**config.mk**
```make
export PLATFORM = sky130hd
export DESIGN_NAME = seg7_scan
export DESIGN_NICKNAME = d
export VERILOG_FILES = /design/src/rtl/clock_disp_pkg.sv /design/src/rtl/seg7_decode.sv /design/src/rtl/seg7_scan.sv
export SDC_FILE = /design/constraint.sdc
export NUM_CORES = 1
export LEC_CHECK = 0
export ABC_AREA = 1
export CAP_MARGIN = 20
export CORE_AREA = 2 2 87 89
export DETAILED_ROUTE_END_ITERATION = 7
export DIE_AREA = 0 0 89 91
export PLACE_DENSITY_LB_ADDON = 0.12
export SYNTH_ARGS = -nofsm -noshare
export SYNTH_HDL_FRONTEND = slang
export SYNTH_HIERARCHICAL = 1
export SYNTH_SLANG_ARGS = --single-unit
```
**constraint.sdc**
```tcl
create_clock -name CP -period 2.5 [get_ports CP]
set_input_delay 0.5 -clock CP [delete_from_list [all_inputs] [get_ports CP]]
set_output_delay 0.5 -clock CP [all_outputs]
set_load 0.03 [all_outputs]
```
**src/rtl/clock_disp_pkg.sv**
```systemverilog
// Shared display constants and types for the clock's multiplexed 7-segment front end.
// Segment bits are {g,f,e,d,c,b,a}, active-low.
package clock_disp_pkg;

  localparam logic [6:0] SEG_BLANK = 7'h7F;
  localparam logic [3:0] AN_OFF    = 4'hF;

  localparam logic [6:0] SEG_PAT [0:9] = '{
    7'h40, 7'h79, 7'h24, 7'h30, 7'h19,
    7'h12, 7'h02, 7'h78, 7'h00, 7'h10
  };

  // Per-frame snapshot of everything the display shows
  typedef struct packed {
    logic [3:0][3:0] dig;
    logic [3:0]      dp;
    logic [3:0]      blink;
  } shadow_t;

endpackage

```
**src/rtl/seg7_decode.sv**
```systemverilog
// BCD to active-low 7-segment decode; codes 10..15 blank the digit.
module seg7_decode
  import clock_disp_pkg::*;
(
  input  logic [3:0] bcd,
  output logic [6:0] seg
);

  always_comb begin
    seg = SEG_BLANK;
    if (bcd <= 4'd9) seg = SEG_PAT[bcd];
  end

endmodule

```
**src/rtl/seg7_scan.sv**
```systemverilog
// Four-digit multiplexed 7-segment scanner with per-frame input snapshot and
// per-digit blink for time-set mode. Outputs are registered one cycle behind state.
module seg7_scan
  import clock_disp_pkg::*;
#(
  parameter int SCAN_DIV     = 50000,
  parameter int BLINK_FRAMES = 125
) (
  input  logic       CP,
  input  logic       CR,
  input  logic       EN,
  input  logic [3:0] D0,
  input  logic [3:0] D1,
  input  logic [3:0] D2,
  input  logic [3:0] D3,
  input  logic [3:0] DP_IN,
  input  logic [3:0] BLINK_MASK,
  output logic [3:0] AN,
  output logic [6:0] SEG,
  output logic       DP,
  output logic       FRAME
);

  localparam int PW = $clog2(SCAN_DIV);
  localparam int BW = $clog2(BLINK_FRAMES + 1);

  logic [PW-1:0] psc;
  logic [1:0]    idx;
  logic [BW-1:0] bcnt;
  logic          phase;
  shadow_t       sh;

  logic          tick, wrap;
  logic [6:0]    seg_dec;
  logic [3:0]    an_nxt;

  assign tick = EN && (psc == PW'(SCAN_DIV - 1));
  assign wrap = tick && (idx == 2'd3);

  always_ff @(posedge CP) begin
    if (CR) begin
      psc   <= '0;
      idx   <= '0;
      bcnt  <= '0;
      phase <= 1'b0;
      sh    <= '0;
    end else if (EN) begin
      psc <= tick ? '0 : psc + 1'b1;
      if (tick) idx <= idx + 1'b1;
      // New frame: latch inputs so a digit never changes mid-scan
      if (wrap) begin
        sh.dig   <= {D3, D2, D1, D0};
        sh.dp    <= DP_IN;
        sh.blink <= BLINK_MASK;
        if (bcnt == BW'(BLINK_FRAMES - 1)) begin
          bcnt  <= '0;
          phase <= ~phase;
        end else begin
          bcnt <= bcnt + 1'b1;
        end
      end
    end
  end

  seg7_decode u_dec (
    .bcd (sh.dig[idx]),
    .seg (seg_dec)
  );

  always_comb begin
    an_nxt = ~(4'b0001 << idx);
    if (sh.blink[idx] && phase) an_nxt = AN_OFF;
  end

  always_ff @(posedge CP) begin
    if (CR || !EN) begin
      AN    <= AN_OFF;
      SEG   <= SEG_BLANK;
      DP    <= 1'b1;
      FRAME <= 1'b0;
    end else begin
      AN    <= an_nxt;
      SEG   <= seg_dec;
      DP    <= ~sh.dp[idx];
      FRAME <= wrap;
    end
  end

endmodule

```
==> run_results.csv, run 1 <==
group,metric,value,unit
route,wl_per_cell,12.1,microns
yosys,ys_ff_latch,63,
route,drtIter0Drc,121,
sta,setup_tns,0,ns
route,routed_wirelength,7010,microns
setup_path,arrival,2.30,ns
setup_path,cp-end-kind,"flip-flop",
yosys,synth_top_area_share,40.1,%
route,drtAntennaViolNets,0,
sta,hold_violations,0,
finish,area_growth,22.6,%
route,vias_per_cell,4.81,
floorplanning,row_count,31,
sta,post-route-min-period,2.08,ns
sta,worstMarginPinSlew,0.508,ns
route,first_pass_iters,5,
yosys,syn-cell-area,3150,sq um
global_routing,grt_pass1_vias,2539,
global_routing,top_usage_layer,"met2",
global_routing,grt_max_degree,29,
yosys,syn_avg_cell_area,7.30,sq um
placement,numPortBuffers,39,
cts,numCtsBuffers,9,
placement,dp_hpwl,5000,microns
cts,clk_latency,0.33,ns
flow_run,maxCapViolations,0,
cts,cts_tree,"yes",
global_routing,grt_use_met3,3.00,%
yosys,synth_largest_area_cell,"dfxtp_1",
cts,clkTransAtPathRegs,0.07,ns
power_and_ir_drop,power_per_cell_area,550,nW/um^2
finish,num_antenna_cells,0,
cts,cts_resized,0,
sta,max_freq,480,MHz
finish,design_area,3860,sq um
finish,layout.nets,515,
floorplanning,initial_utilization,44.1,%
placement,place_congestion,0.900,
cts,postCtsSetupBuffers,0,
cts,clockBufferDepth,2,
global_routing,met1_usage,26.6,%
sta,slew_violations,0,
power_and_ir_drop,vdd_drop_max,0.213,mV
cts,clock_sinks,63,
outcome,outcome,"completed",
global_routing,antenna_found_initial,0,
placement,place_area,3640,sq um
sta,finalClockSkew,0.0106,ns
yosys,synth_nets,470,
sta,slew_headroom,66.1,%
floorplanning,core,7140,sq um
finish,final_util,54.1,%
floorplanning,dieArea,8100,sq um
sta,finalSetupViolations,0,
setup_path,crit_fanout,10,
cts,hold_buffers,0,
yosys,ys_seq_area_share,40.1,%
finish,mostFrequentLayoutCell,"nand2_1",
yosys,yosysWarningCount,6,
finish,layout-drive-gt1-share,14.6,%
route,drc,0,
floorplanning,dieHeight,91,microns
yosys,netlist_top_cells_area,"dfxtp_1, nand2_1, nor2_1",
yosys,synthCells,431,
sta,finalCritPeriodShare,83.3,%
setup_path,required,2.72,ns
cts,root_buffer,"clkbuf_8",
global_routing,overflow,0,
setup_path,startpoint_type,"flip-flop",
finish,layout_common_cells,"nand2_1, dfxtp_1, nor2_1, clkdlybuf4s50_1, inv_1",
setup_path,critPathKind,"reg -> reg",
global_routing,use_met2,27.6,%
yosys,ys_types,31,
floorplanning,die-width,89,microns
sta,rsz0062_at_grt,"false",
worst_hold_path,hp-class,"reg -> reg",
power_and_ir_drop,leakagePower,1.50,nW
global_routing,grt_usage,18.4,%
global_routing,grt_pass1_wl,11900,microns
route,vias,2789,
floorplanning,io_pins,40,
cts,htree_levels,3,
## final cells by class
cell class	instances	area [sq um]
clock buffer	13	159
clock inverter	3	65.1
timing repair buffer	47	450
sequential	63	1260
multi-input combinational	315	1650
tap	99	124
inverter	40	150
fill	720	3280
## flip-flops by register name (all words and copies together) (netlist names)
register / flops
sh: 24
AN: 4
DP: 1
FRAME: 1
phase: 1
psc: 16
bcnt: 7
SEG: 7
idx: 2
## critical path, cell delays in order (launching register included)
cell	delay (ns)
dfxtp_1	0.55
o21ai_0	0.15
o22ai_1	0.34
inv_1	0.15
ha_1	0.30
nand2_1	0.06
inv_1	0.07
o21ai_0	0.07
or2_2	0.29
## report_power, final
| group | switching, mW | internal (mW) | leakage, nW |
|---|---|---|---|
| clock | 0.383 | 0.616 | 0.114 |
| combinational | 0.0508 | 0.0568 | 0.875 |
| sequential | 0.00391 | 1.01 | 0.510 |
| total | 0.438 | 1.68 | 1.50 |
## metrics by stage
stage,setup slack [ns],cells,hold slack [ns],total power [mW]
6_report,0.417,580,0.464,2.12
5_1_grt,0.167,580,0.479,2.20
4_1_cts,0.415,580,0.467,2.14
3_5_place_dp,0.237,564,0.456,1.15
3_3_place_gp,0.322,564,0.448,1.15
2_1_floorplan,0.462,431,0.441,1.08
## logic make-up after synthesis
family / Yosys count / synth area share, %
AND/OR/NAND/NOR: 236 / 34.9
AO/OA/AOI/OAI: 63 / 11.7
flip-flops: 63 / 40.1
buffers and inverters: 53 / 7.51
adder cells (fa/ha/maj): 12 / 4.77
XOR/XNOR: 4 / 1.11
## final timing paths
check	endpoint	cells past startpoint	from	slack (ns)
worst max-delay path	SEG[3]	8	idx[1]	0.42
worst max register to register	SEG[3]	8	idx[1]	0.42
worst min-delay path	sh[17]	2	sh[17]	0.46
worst min register to register	sh[17]	2	sh[17]	0.46
## synthesized netlist by cell type, drive strengths merged
master,instances
nand4,7
ha,12
o21ai,21
nand3,29
a31oi,1
buf,6
xor2,3
a21oi,36
nor3,7
nand3b,2
dfxtp,63
clkbuf,7
clkinv,1
nor2,61
nand2,122
or2,8
o22ai,5
inv,39
xnor2,1
## layer usage
metal / wire length [microns] / part of all wire [%] / up-vias
li1: - / - / 1472
met1: 3550 / 51 / 1249
met2: 3110 / 44 / 60
met3: 275 / 3.9 / 8
met4: 68 / 0.97 / 0
met5: 0 / 0 / -
Power figures use the tool's default switching activity.
==> run 2: changes to the inputs <==
==> constraint.sdc (replaced) <==
create_clock -name CP -period 1.94 [get_ports CP]
set_input_delay 0.388 -clock CP [delete_from_list [all_inputs] [get_ports CP]]
set_output_delay 0.388 -clock CP [all_outputs]
set_load 0.03 [all_outputs]
==> run_results.csv, run 2 (synthesis results as in run 1) <==
group,metric,value,unit
outcome,outcome,"completed",
global_routing,overflow,0,
placement,dp_hpwl,5190,microns
sta,setup_tns,0,ns
finish,largest-register,"sh",
worst_hold_path,holdPathEnd,"sh[17]",
sta,max_freq,576,MHz
cts,htree_levels,3,
worst_hold_path,hp-class,"reg -> reg",
global_routing,grt_pass1_vias,2783,
floorplanning,io_pins,40,
placement,place_congestion,0.852,
placement,numPortBuffers,39,
setup_path,required,2.16,ns
sta,slew_headroom,72.1,%
power_and_ir_drop,comb_power_share,5.5,%
cts,hold_buffers,0,
setup_path,r2r_slack,0.20,ns
power_and_ir_drop,p_sw_share,22.1,%
finish,layout.nets,529,
power_and_ir_drop,clkPwrFrac,44.6,%
power_and_ir_drop,leakagePower,1.57,nW
finish,num_antenna_cells,0,
worst_hold_path,min_path_cells,2,
cts,cts_tree,"yes",
floorplanning,row_count,31,
sta,rsz0062_at_grt,"false",
route,drtAntennaViolNets,0,
finish,largest_reg_flops,24,
sta,hold_violations,0,
sta,finalClockSkew,0.0111,ns
setup_path,crit_fanout,8,
cts,numCtsBuffers,9,
finish,largestRegisters,"sh (24), psc (16)",
setup_path,startpoint_type,"flip-flop",
route,vias_per_cell,4.80,
power_and_ir_drop,p_sw,0.581,mW
finish,area_growth,26.1,%
route,wl_per_cell,11.6,microns
setup_path,cp-end-kind,"flip-flop",
global_routing,grt_max_degree,29,
setup_path,critPathKind,"reg -> reg",
finish,layout-drive-gt1-share,18.0,%
power_and_ir_drop,vdd_drop_max,0.389,mV
global_routing,grt_pass1_wl,12200,microns
cts,clk_latency,0.33,ns
sta,worstMarginPinSlew,0.417,ns
cts,clkTransAtPathRegs,0.07,ns
route,vias,2849,
setup_path,regToRegEndpoint,"SEG[3]",
route,drtIter0Drc,146,
setup_path,crit-reg2reg-launch,"idx[0]",
worst_hold_path,hold_start,"sh[17]",
power_and_ir_drop,power_per_cell_area,661,nW/um^2
global_routing,grt_usage,18.9,%
global_routing,antenna_found_initial,0,
placement,post-place-ws,0.0431,ns
finish,layout_common_cells,"nand2_1, dfxtp_1, nor2_1, clkdlybuf4s50_1, inv_1",
power_and_ir_drop,pwr-share-seq,49.9,%
cts,clock_sinks,63,
sta,slew_violations,0,
cts,root_buffer,"clkbuf_8",
floorplanning,dieHeight,91,microns
sta,finalSetupViolations,0,
power_and_ir_drop,intPower,2.04,mW
route,first_pass_iters,4,
flow_run,maxCapViolations,0,
route,routed_wirelength,6920,microns
finish,mostFrequentLayoutCell,"nand2_1",
sta,fin_ws,0.204,ns
floorplanning,initial_utilization,44.1,%
setup_path,r2r_cells,9,
power_and_ir_drop,fin_total_pwr,2.62,mW
floorplanning,die-width,89,microns
cts,clockBufferDepth,2,
sta,post-route-min-period,1.74,ns
setup_path,arrival,1.96,ns
floorplanning,core,7140,sq um
route,drc,0,
sta,finalCritPeriodShare,89.5,%
floorplanning,dieArea,8100,sq um
## run 2: per-stage QoR
stage | utilization [%] | hold WS (ns) | cells | area [sq um]
after floorplan | - | 0.441 | 431 | 3150
after CTS | 55.5 | 0.461 | 594 | 3960
after global routing | 55.6 | 0.479 | 594 | 3970
after global placement | 52.6 | 0.450 | 578 | 3750
final | 55.6 | 0.465 | 594 | 3970
after detailed placement | 52.6 | 0.451 | 578 | 3750
## run 2: worst max path at each step
stage | startpoint | to | slack, ns | cells past startpoint
final | idx[0] | SEG[3] | 0.20 | 9
after global routing | idx[0] | SEG[3] | 0.04 | 9
after CTS | idx[0] | SEG[3] | 0.03 | 9
after detailed placement | idx[0] | SEG[3] | 0.04 | 9
after global placement | EN | psc[9] | 0.08 | 7
after floorplan | idx[0] | SEG[3] | 0.01 | 10
## run 2: critical path, stage by stage, from the launching register on
cell and delay (ns):
dfxtp_2 0.39, inv_2 0.08, o21ai_0 0.15, o22ai_1 0.11, inv_1 0.13, ha_1 0.21
nand2_2 0.08, nand3_4 0.11, o21ai_0 0.08, or2_2 0.29
## run 2: repair_timing
item                                    4_1_cts  5_1_grt
buffers inserted                              0        0
endpoints found under the setup margin        0        7
gates resized for setup                       0        5
## run 2: layer usage
metal | vias to the layer above | global-route usage, % | share of wire [%]
met3 | 9 | 3.27 | 3.5
li1 | 1499 | - | -
met1 | 1288 | 26.0 | 50
met5 | - | 0 | 0
met4 | 0 | 7.21 | 1.5
met2 | 53 | 29.2 | 45
## run 2: final cells by class
type	count	area, sq um
clock buffer	11	151
clock inverter	5	56.3
inverter	40	150
multi-input combinational	315	1660
timing repair buffer	61	568
fill	722	3170
tap	99	124
sequential	63	1260
## run 2: power by group through the flow
| stage | clock, mW | sequential (mW) | combinational, mW |
|---|---|---|---|
| finish | 1.17 | 1.31 | 0.145 |
| global route | 1.25 | 1.31 | 0.158 |
| CTS | 1.19 | 1.31 | 0.147 |
| detailed placement | 0 | 1.34 | 0.146 |
| global placement | 0 | 1.34 | 0.145 |
| floorplan | 0 | 1.35 | 0.0400 |
==> run 3: changes to the inputs <==
--- a/config.mk
+++ b/config.mk
@@ -15,3 +15,4 @@
 export SYNTH_HDL_FRONTEND = slang
 export SYNTH_HIERARCHICAL = 1
 export SYNTH_SLANG_ARGS = --single-unit
+export TNS_END_PERCENT = 1
==> results of run 3 <==
Final layout, timing and power as in run 2 (identical DEF).
